[src/rtl/vram_wr_sched.sv]
// VRAM write slot scheduler: buffers CPU writes in a FIFO and arbitrates them
// against a DMA port. Each write is formatted into a 32-bit VRAM word write.
module vram_wr_sched #(
  parameter int DEPTH    = 4,
  parameter int MAX_WAIT = 3
) (
  input  logic        clk42_i,
  input  logic        res_n_i,
  input  logic        slot_i,
  input  logic        cpu_wr_i,
  input  logic [17:0] cpu_addr_i,
  input  logic [15:0] cpu_dat_i,
  input  logic        cpu_dbl_i,
  output logic        cpu_full_o,
  output logic        cpu_ovf_o,
  input  logic        dma_req_i,
  input  logic [15:0] dma_addr_i,
  input  logic [31:0] dma_dat_i,
  input  logic [3:0]  dma_be_i,
  output logic        dma_ack_o,
  output logic        wr_valid_o,
  output logic [15:0] wr_addr_o,
  output logic [31:0] wr_dat_o,
  output logic [3:0]  wr_we_n_o,
  output logic [1:0]  wr_cs_n_o
);

  localparam int AW = $clog2(DEPTH);
  localparam int WW = (MAX_WAIT < 1) ? 1 : $clog2(MAX_WAIT + 1);
  localparam logic [AW:0]   FULL_CNT = (AW + 1)'(DEPTH);
  localparam logic [WW-1:0] WAIT_MAX = WW'(MAX_WAIT);

  logic [17:0] mem_addr [DEPTH];
  logic [15:0] mem_dat  [DEPTH];
  logic        mem_dbl  [DEPTH];

  logic [AW-1:0] wr_ptr_q, wr_ptr_d, rd_ptr_q, rd_ptr_d;
  logic [AW:0]   count_q, count_d;
  logic [WW-1:0] wait_q, wait_d;
  logic          full_q, full_d, ovf_q, ovf_d;
  logic          valid_q, valid_d;
  logic [15:0]   addr_q, addr_d;
  logic [31:0]   dat_q, dat_d;
  logic [3:0]    we_n_q, we_n_d;
  logic [1:0]    cs_n_q, cs_n_d;

  logic        cpu_pend, cpu_win, dma_win, push, pop;
  logic [17:0] head_addr;
  logic [15:0] head_dat;
  logic        head_dbl;
  logic [3:0]  be;

  assign head_addr = mem_addr[rd_ptr_q];
  assign head_dat  = mem_dat[rd_ptr_q];
  assign head_dbl  = mem_dbl[rd_ptr_q];

  // DMA wins when it is alone or has lost MAX_WAIT slots in a row.
  always_comb begin
    cpu_pend = (count_q != '0);
    dma_win  = slot_i && dma_req_i && (!cpu_pend || (wait_q == WAIT_MAX));
    cpu_win  = slot_i && cpu_pend && !dma_win;
    pop      = cpu_win;
    push     = cpu_wr_i && (!full_q || pop);
  end

  assign dma_ack_o = dma_win;

  always_comb begin
    wr_ptr_d = wr_ptr_q;
    rd_ptr_d = rd_ptr_q;
    count_d  = count_q;
    wait_d   = wait_q;
    ovf_d    = ovf_q | (cpu_wr_i && full_q && !pop);
    if (push) wr_ptr_d = wr_ptr_q + 1'b1;
    if (pop)  rd_ptr_d = rd_ptr_q + 1'b1;
    if (push && !pop)      count_d = count_q + 1'b1;
    else if (pop && !push) count_d = count_q - 1'b1;
    full_d = (count_d == FULL_CNT);
    if (!dma_req_i || dma_win) wait_d = '0;
    else if (cpu_win)          wait_d = wait_q + 1'b1;
  end

  always_comb begin
    valid_d = 1'b0;
    addr_d  = addr_q;
    dat_d   = dat_q;
    be      = 4'b0000;
    if (cpu_win) begin
      valid_d = 1'b1;
      addr_d  = head_addr[17:2];
      if (head_dbl) begin
        dat_d = {2{head_dat}};
        be    = head_addr[1] ? 4'b1100 : 4'b0011;
      end else begin
        dat_d = {4{head_dat[7:0]}};
        be    = 4'b0001 << head_addr[1:0];
      end
    end else if (dma_win) begin
      valid_d = 1'b1;
      addr_d  = dma_addr_i;
      dat_d   = dma_dat_i;
      be      = dma_be_i;
    end
    we_n_d = ~be;
    cs_n_d = {~|be[3:2], ~|be[1:0]};
  end

  // Storage has no reset; only the pointers define FIFO contents.
  always_ff @(posedge clk42_i) begin
    if (push) begin
      mem_addr[wr_ptr_q] <= cpu_addr_i;
      mem_dat[wr_ptr_q]  <= cpu_dat_i;
      mem_dbl[wr_ptr_q]  <= cpu_dbl_i;
    end
  end

  always_ff @(posedge clk42_i or negedge res_n_i) begin
    if (!res_n_i) begin
      wr_ptr_q <= '0;
      rd_ptr_q <= '0;
      count_q  <= '0;
      wait_q   <= '0;
      full_q   <= 1'b0;
      ovf_q    <= 1'b0;
      valid_q  <= 1'b0;
      addr_q   <= '0;
      dat_q    <= '0;
      we_n_q   <= 4'hF;
      cs_n_q   <= 2'b11;
    end else begin
      wr_ptr_q <= wr_ptr_d;
      rd_ptr_q <= rd_ptr_d;
      count_q  <= count_d;
      wait_q   <= wait_d;
      full_q   <= full_d;
      ovf_q    <= ovf_d;
      valid_q  <= valid_d;
      addr_q   <= addr_d;
      dat_q    <= dat_d;
      we_n_q   <= we_n_d;
      cs_n_q   <= cs_n_d;
    end
  end

  assign cpu_full_o = full_q;
  assign cpu_ovf_o  = ovf_q;
  assign wr_valid_o = valid_q;
  assign wr_addr_o  = addr_q;
  assign wr_dat_o   = dat_q;
  assign wr_we_n_o  = we_n_q;
  assign wr_cs_n_o  = cs_n_q;

endmodule

[config.mk]
export PLATFORM = sky130hd
export DESIGN_NAME = vram_wr_sched
export DESIGN_NICKNAME = d
export VERILOG_FILES = /design/src/rtl/vram_wr_sched.sv
export SDC_FILE = /design/constraint.sdc
export NUM_CORES = 1
export LEC_CHECK = 0
export ABC_AREA = 1
export CAP_MARGIN = 10
export CELL_PAD_IN_SITES_DETAIL_PLACEMENT = 0
export CELL_PAD_IN_SITES_GLOBAL_PLACEMENT = 1
export CORE_MARGIN = 5
export CORE_UTILIZATION = 37
export DETAILED_ROUTE_END_ITERATION = 7
export PLACE_DENSITY_LB_ADDON = 0.1
export SETUP_SLACK_MARGIN = 0.3
export SYNTH_ARGS = -nofsm -noshare
export SYNTH_HDL_FRONTEND = slang
export SYNTH_SLANG_ARGS = --single-unit
export TNS_END_PERCENT = 30
[constraint.sdc]
create_clock -name clk42_i -period 3.5 [get_ports clk42_i]
set_clock_uncertainty 0.1 [all_clocks]
set_input_delay 0.525 -clock clk42_i [delete_from_list [all_inputs] [get_ports clk42_i]]
set_output_delay 0.525 -clock clk42_i [all_outputs]
set_load 0.03 [all_outputs]
Word-level counts from Yosys, hierarchy flattened

Memories as Yosys holds them, arrays and structs flattened.
Cells that the tools add are included.
Widths: inputs -> output; s select.

Register bits after elaboration: 66
Bits in writable memories: 140
Output and inout port bits: 58
Memories: 3

Add/sub/neg operators: 5
Equality and inequality tests: 2
Shifts and indexed selects: 1
Muxes and demuxes: 17
Bitwise logic cells: 2
Reductions and logical operators: 25

Memories:

| memory   | depth | bits a word | read ports | clocked after Yosys merged registers in | write ports | line | text |
|---|---|---|---|---|---|---|---|
| mem_addr | 4     | 18          | 1          | 0                                       | 1           | 33   | `logic [17:0] mem_addr [DEPTH];` |
| mem_dat  | 4     | 16          | 1          | 0                                       | 1           | 34   | `logic [15:0] mem_dat [DEPTH];` |
| mem_dbl  | 4     | 1           | 1          | 0                                       | 1           | 35   | `logic mem_dbl [DEPTH];` |

Operators with widths:

| operator            | count |
|---|---|
| $mux 32             | 3 |
| $mux 16             | 2 |
| $mux 4              | 4 |
| $logic_and 1x1->1   | 9 |
| $logic_not 1->1     | 8 |
| $add 2x1->2 const B | 3 |
| $mux 3              | 2 |
| $mux 1              | 4 |
| $mux 2              | 2 |
| $not 4->4           | 1 |
| $reduce_bool 2->1   | 2 |
| $reduce_or 2->1     | 2 |
| $shl 1x2->4 const A | 1 |
| $add 3x1->3 const B | 1 |
| $eq 3x3->1 const B  | 1 |
| $logic_or 1x1->1    | 3 |
| $reduce_bool 3->1   | 1 |
| $sub 3x1->3 const B | 1 |
| $eq 2x2->1 const B  | 1 |
| $or 1x1->1          | 1 |

Logic depth before layout (Yosys ltp)

Depth after elaboration: 13
Gate-level depth with buffers: 13

Worst setup path before layout

Ideal clock, no wire load.

Path type: register -> register
Start point: register count_q[0]
End point: memory mem_addr[0][0], enable pin
Library setup time: 0.427 ns
Data arrival time: 2.814 ns
Required time: 2.973 ns
Setup slack: 0.159 ns
Stages on the path, launching flop included: 11
Path buffers: 0
Period minus slack after synthesis: 3.341 ns
Path through: dfrtp_1 inv_1 ha_1 ha_1 inv_1 nand2_2 nand2_4 nand2_4 nand2_1 nand2_1 nor2_1

Cells in the longest elaborated chain, start to end: 10
Elaborated cells on any way between the ends: 11

RTL lines:

| what                             | line | text |
|---|---|---|
| from (decl)                      | 38   | `logic [AW:0] count_q, count_d;` |
| from (signal assigned)           | 133  | `count_q <= count_d;` |
| $reduce_bool 3->1 (*)            | 59   | `cpu_pend = (count_q != '0);` |
| $logic_not 1->1                  | 60   | `dma_win = slot_i && dma_req_i && (!cpu_pend \|\| (wait_q == WAIT_MAX));` |
| $logic_or 1x1->1                 | 60   |  |
| $logic_and 1x1->1                | 60   |  |
| $logic_not 1->1                  | 61   | `cpu_win = slot_i && cpu_pend && !dma_win;` |
| $logic_and 1x1->1 (*)            | 61   |  |
| $logic_or 1x1->1 (*)             | 63   | `push = cpu_wr_i && (!full_q \|\| pop);` |
| $logic_and 1x1->1 (*)            | 63   |  |
| $mux 1 (*)                       | 110  | `if (push) begin` |
| $mux 1 (implied by the code) (*) | 111  | `mem_addr[wr_ptr_q] <= cpu_addr_i;` |
| to (decl)                        | 33   |  |

Mark *: on every way between the ends. The rest lies on a longest branch, timed or not.

Final worst setup path

Start point: register count_q[0]
End point: output port dma_ack_o

Cells in the longest elaborated chain, start to end: 4

RTL lines:

| what              | line | text |
|---|---|---|
| $reduce_bool 3->1 | 59   |  |
| $logic_not 1->1   | 60   |  |
| $logic_or 1x1->1  | 60   |  |
| $logic_and 1x1->1 | 60   |  |
| to (decl)         | 20   | `output logic dma_ack_o,` |

No other way between the ends.

==> run summary <==
The cell count after placement is 1,156. The congestion estimate from routability-driven global placement came to about 0.76. The y dimension of the die is 161 um.

The final number of max-transition violations is 0. The number of iterations in the first detailed-routing pass came out at 5. The buffer count from post-CTS setup fixing came out at 0. The die is 161 um wide.

The ratio of total power to cell area is approximately 910 nW/um2. The final design instance area without fill came out at 10,900 um2. Setup repair after global routing left no endpoint under its margin. In this run the worst setup path terminates at dma_ack_o. The routing usage on met2 is 25.9%. The final non-filler cell total is approximately 1,200. The part of the Yosys area used for sequential elements is 69.8%.

Global routing used 16.5% of the available tracks. The count of different cell masters after synthesis is 31. Clock-pin slew was measured on the worst setup and hold paths at 60 ps. The DRC violations left came out at 0. Among all flip-flop cells after synthesis, the most frequent one is edfxtp_1. The average via count per standard cell is 4.93.

The register bit count reported by yosys is 206. Timing would allow up to 0.333 GHz. The yosys synthesis warning count is 0. The count of nets left with antenna violations once routing finished came out at 0. In this run the critical register-to-register path is captured at mem_addr[0][17]$_DFFE_PP_. In this run the cell area measured after placement is about 10,000 um2. The count of hold-fix buffers inserted at cts is 0. After detailed routing, the average wire length per cell comes to 18.3 um.

The total global routing overflow came out at 0. The final setup violation count is 0. The maximum number of pins on one net before global-route repair came out at 50. The run finished with clean final reports.

The post-synthesis area per instance is 11.3 um2. The number of I/O port buffers came out at 149. At the worst endpoint, the arrival time is ~2400 ps. The worst setup path is captured at an output port. The data required time of the worst path came out at 2870 ps. After synthesis the cells add up to 8400 um2.

At the end of the flow, the number of nets in the layout was 996. The effective utilization at floorplan is 37.3%. CTS saw 206 sinks. Summed over all failing endpoints, the final setup total negative slack is 0 ps. The maximum fanout count along the critical path came out at 7. The count of endpoints failing hold in the final timing report came out at 0.

The launching point of the worst reg2reg path is count_q[0]$_DFF_PN0_. The routed via count is just under 6,000. The global-route track usage on met1 came out at 24.1%. The reported max-cap violation count is 0. The synthesized netlist cell count came out at 741. The H-tree depth is 1. The portion of synthesized cell area occupied by the leading cell type came out at between 50% and 60%. The sum of routed wire length over all layers came out at 21,900 um. After synthesis, the share of flip-flops with an asynchronous set or reset is 32.0%. Tracing the worst setup path back leads to its startpoint at count_q[0]$_DFF_PN0_. The final period utilization came out at a little under nine tenths. The global routing stage identified its most utilized layer as met2. The clock tree from TritonCTS is yes. The clock passes through at most 3 buffers. The total number of placement rows came out at 55. The initial antenna violation count came out at 0. The count of cells resized by post-cts repair came out at 0. Compared with the post-synthesis result, the final layout area differs by 30.0%. The number of global-route vias before repair is 5,996. The slew at the pin closest to its max-slew limit came out at 773 ps. The first global-routing pass estimated 34,100 um of wire. The fraction of final layout cells with drive strength greater than 1 is about 8.7%. The number of cells traversed by the worst register-to-register path is 11. Total power for the finished layout comes to 0.00998 W. The time the final worst path needs with I/O delays and setup is 3000 ps. The cell type with the largest total area after synthesis is edfxtp_1. The repair_antennas step left the layout with diodes totalling 0. The total nets after synthesis came out at between 800 and 900. The setup slack of the most critical reg-to-reg path is 900 ps. The type of the tightest min-delay check is in2async. The critical path in this run is classified as reg2out.

The static leakage is a little over 4 nW. The worst setup path is launched from a flop. In this run the clock root is driven by a clkbuf_16. The number of clock buffers inserted by TritonCTS is 23. The first routing iteration left ~390 violations.

The number of flops mapped to enable cells by yosys came out at 140. Sorting the synthesized cells by area gives the leading types as edfxtp_1 (50%), dfrtp_1 (18%), nor2_1 (6.7%). The sum of net half-perimeters after detailed placement came out at about 15,000 um. The area of the core region came out at ~23,000 um2. The I/O pin count came out at 150.

The global-route met3 utilization is 3.57%. The clock latency at the later pin of the worst-skew pair came out at about 490 ps. The die area came out at 25,800 um2. The library cell used most frequently in the layout, excluding fill and tap cells, is clkdlybuf4s50_1. The top cell types in the final layout, fill and taps aside, are clkdlybuf4s50_1 (148), nor2_1 (145), edfxtp_1 (140), nand2_1 (94), a21oi_1 (69). The worst slew margin relative to its limit is 48.4%.

The worst supply voltage drop on vdd came out at 0.404 mV.
==> layout make-up <==
cell class / instances / area [um2]
multi-input combinational: 467 / 2220
clock buffer: 27 / 611
tap: 285 / 357
sequential: 206 / 5860
clock inverter: 14 / 113
timing repair buffer: 168 / 1640
fill: 2047 / 11600
inverter: 30 / 115
==> critical path, cell delays in order (launching register included) <==
cell and delay (ps):
dfrtp_1 370, inv_1 70, ha_1 190, ha_1 220, inv_1 80, nand2_2 70, nand2_4 120, clkinv_1 130
clkdlybuf4s50_1 630
==> logic make-up after synthesis <==
group	after synthesis	share of synthesized area, %
simple gates	301	14.9
flops	206	69.8
compound gates	156	9.66
buf+inv	68	4.19
fa+ha+maj	8	1.19
xor+xnor	2	0.209
==> flip-flops by register name, summed over array words and instances (netlist names) <==
signal and count:
wr_valid_o 1, mem_addr 72, wait_q 2, wr_ptr_q 2
mem_dat 64, rd_ptr_q 2, wr_dat_o 32, cpu_ovf_o 1
cpu_full_o 1, wr_addr_o 16, wr_we_n_o 4, wr_cs_n_o 2
mem_dbl 4, count_q 3
==> layer usage <==
metal / part of all wire [%] / routed length (um)
met1: 47 / 10400
met2: 45 / 9880
met3: 6.3 / 1380
met4: 1.2 / 266
met5: 0 / 0
==> power breakdown <==
| group | switching, W | internal (W) | leakage [nW] |
|---|---|---|---|
| Clock | 0.000903 | 0.00138 | 0.353 |
| Sequential | 0.000316 | 0.00337 | 2.05 |
| Combinational | 0.00263 | 0.00138 | 1.72 |
==> how the worst min path moves through the flow <==
stage                     cells after the start  slack, ps                  start                       end
after floorplan                               0        130                res_n_i      count_q[0]$_DFF_PN0_
after global placement                        1        360  wait_q[0]$_DFFE_PN0P_     wait_q[0]$_DFFE_PN0P_
after detailed placement                      1        380  wait_q[0]$_DFFE_PN0P_     wait_q[0]$_DFFE_PN0P_
after CTS                                     1         10                res_n_i  wr_dat_o[11]$_DFFE_PN0P_
after global routing                          1         40                res_n_i  wr_dat_o[11]$_DFFE_PN0P_
final                                         1          6                res_n_i  wr_dat_o[11]$_DFFE_PN0P_
==> Yosys cell counts (all sizes together) (6+ instances only) <==
master	number
nand3	48
dfrtp	60
ha	8
inv	29
clkbuf	11
nor2	151
buf	27
edfxtp	140
o21ai	68
a21oi	69
dfstp	6
nand2	98
o22ai	16
==> through the flow <==
stage	utilization (%)	hold slack [ps]	setup WS [ps]
floorplan	-	129	159
global placement	45.3	361	723
detailed placement	45.3	381	703
CTS	48.5	10.4	439
global route	48.5	42.3	346
finish	48.5	5.58	498
No activity file was read; power rests on OpenSTA's default activity.
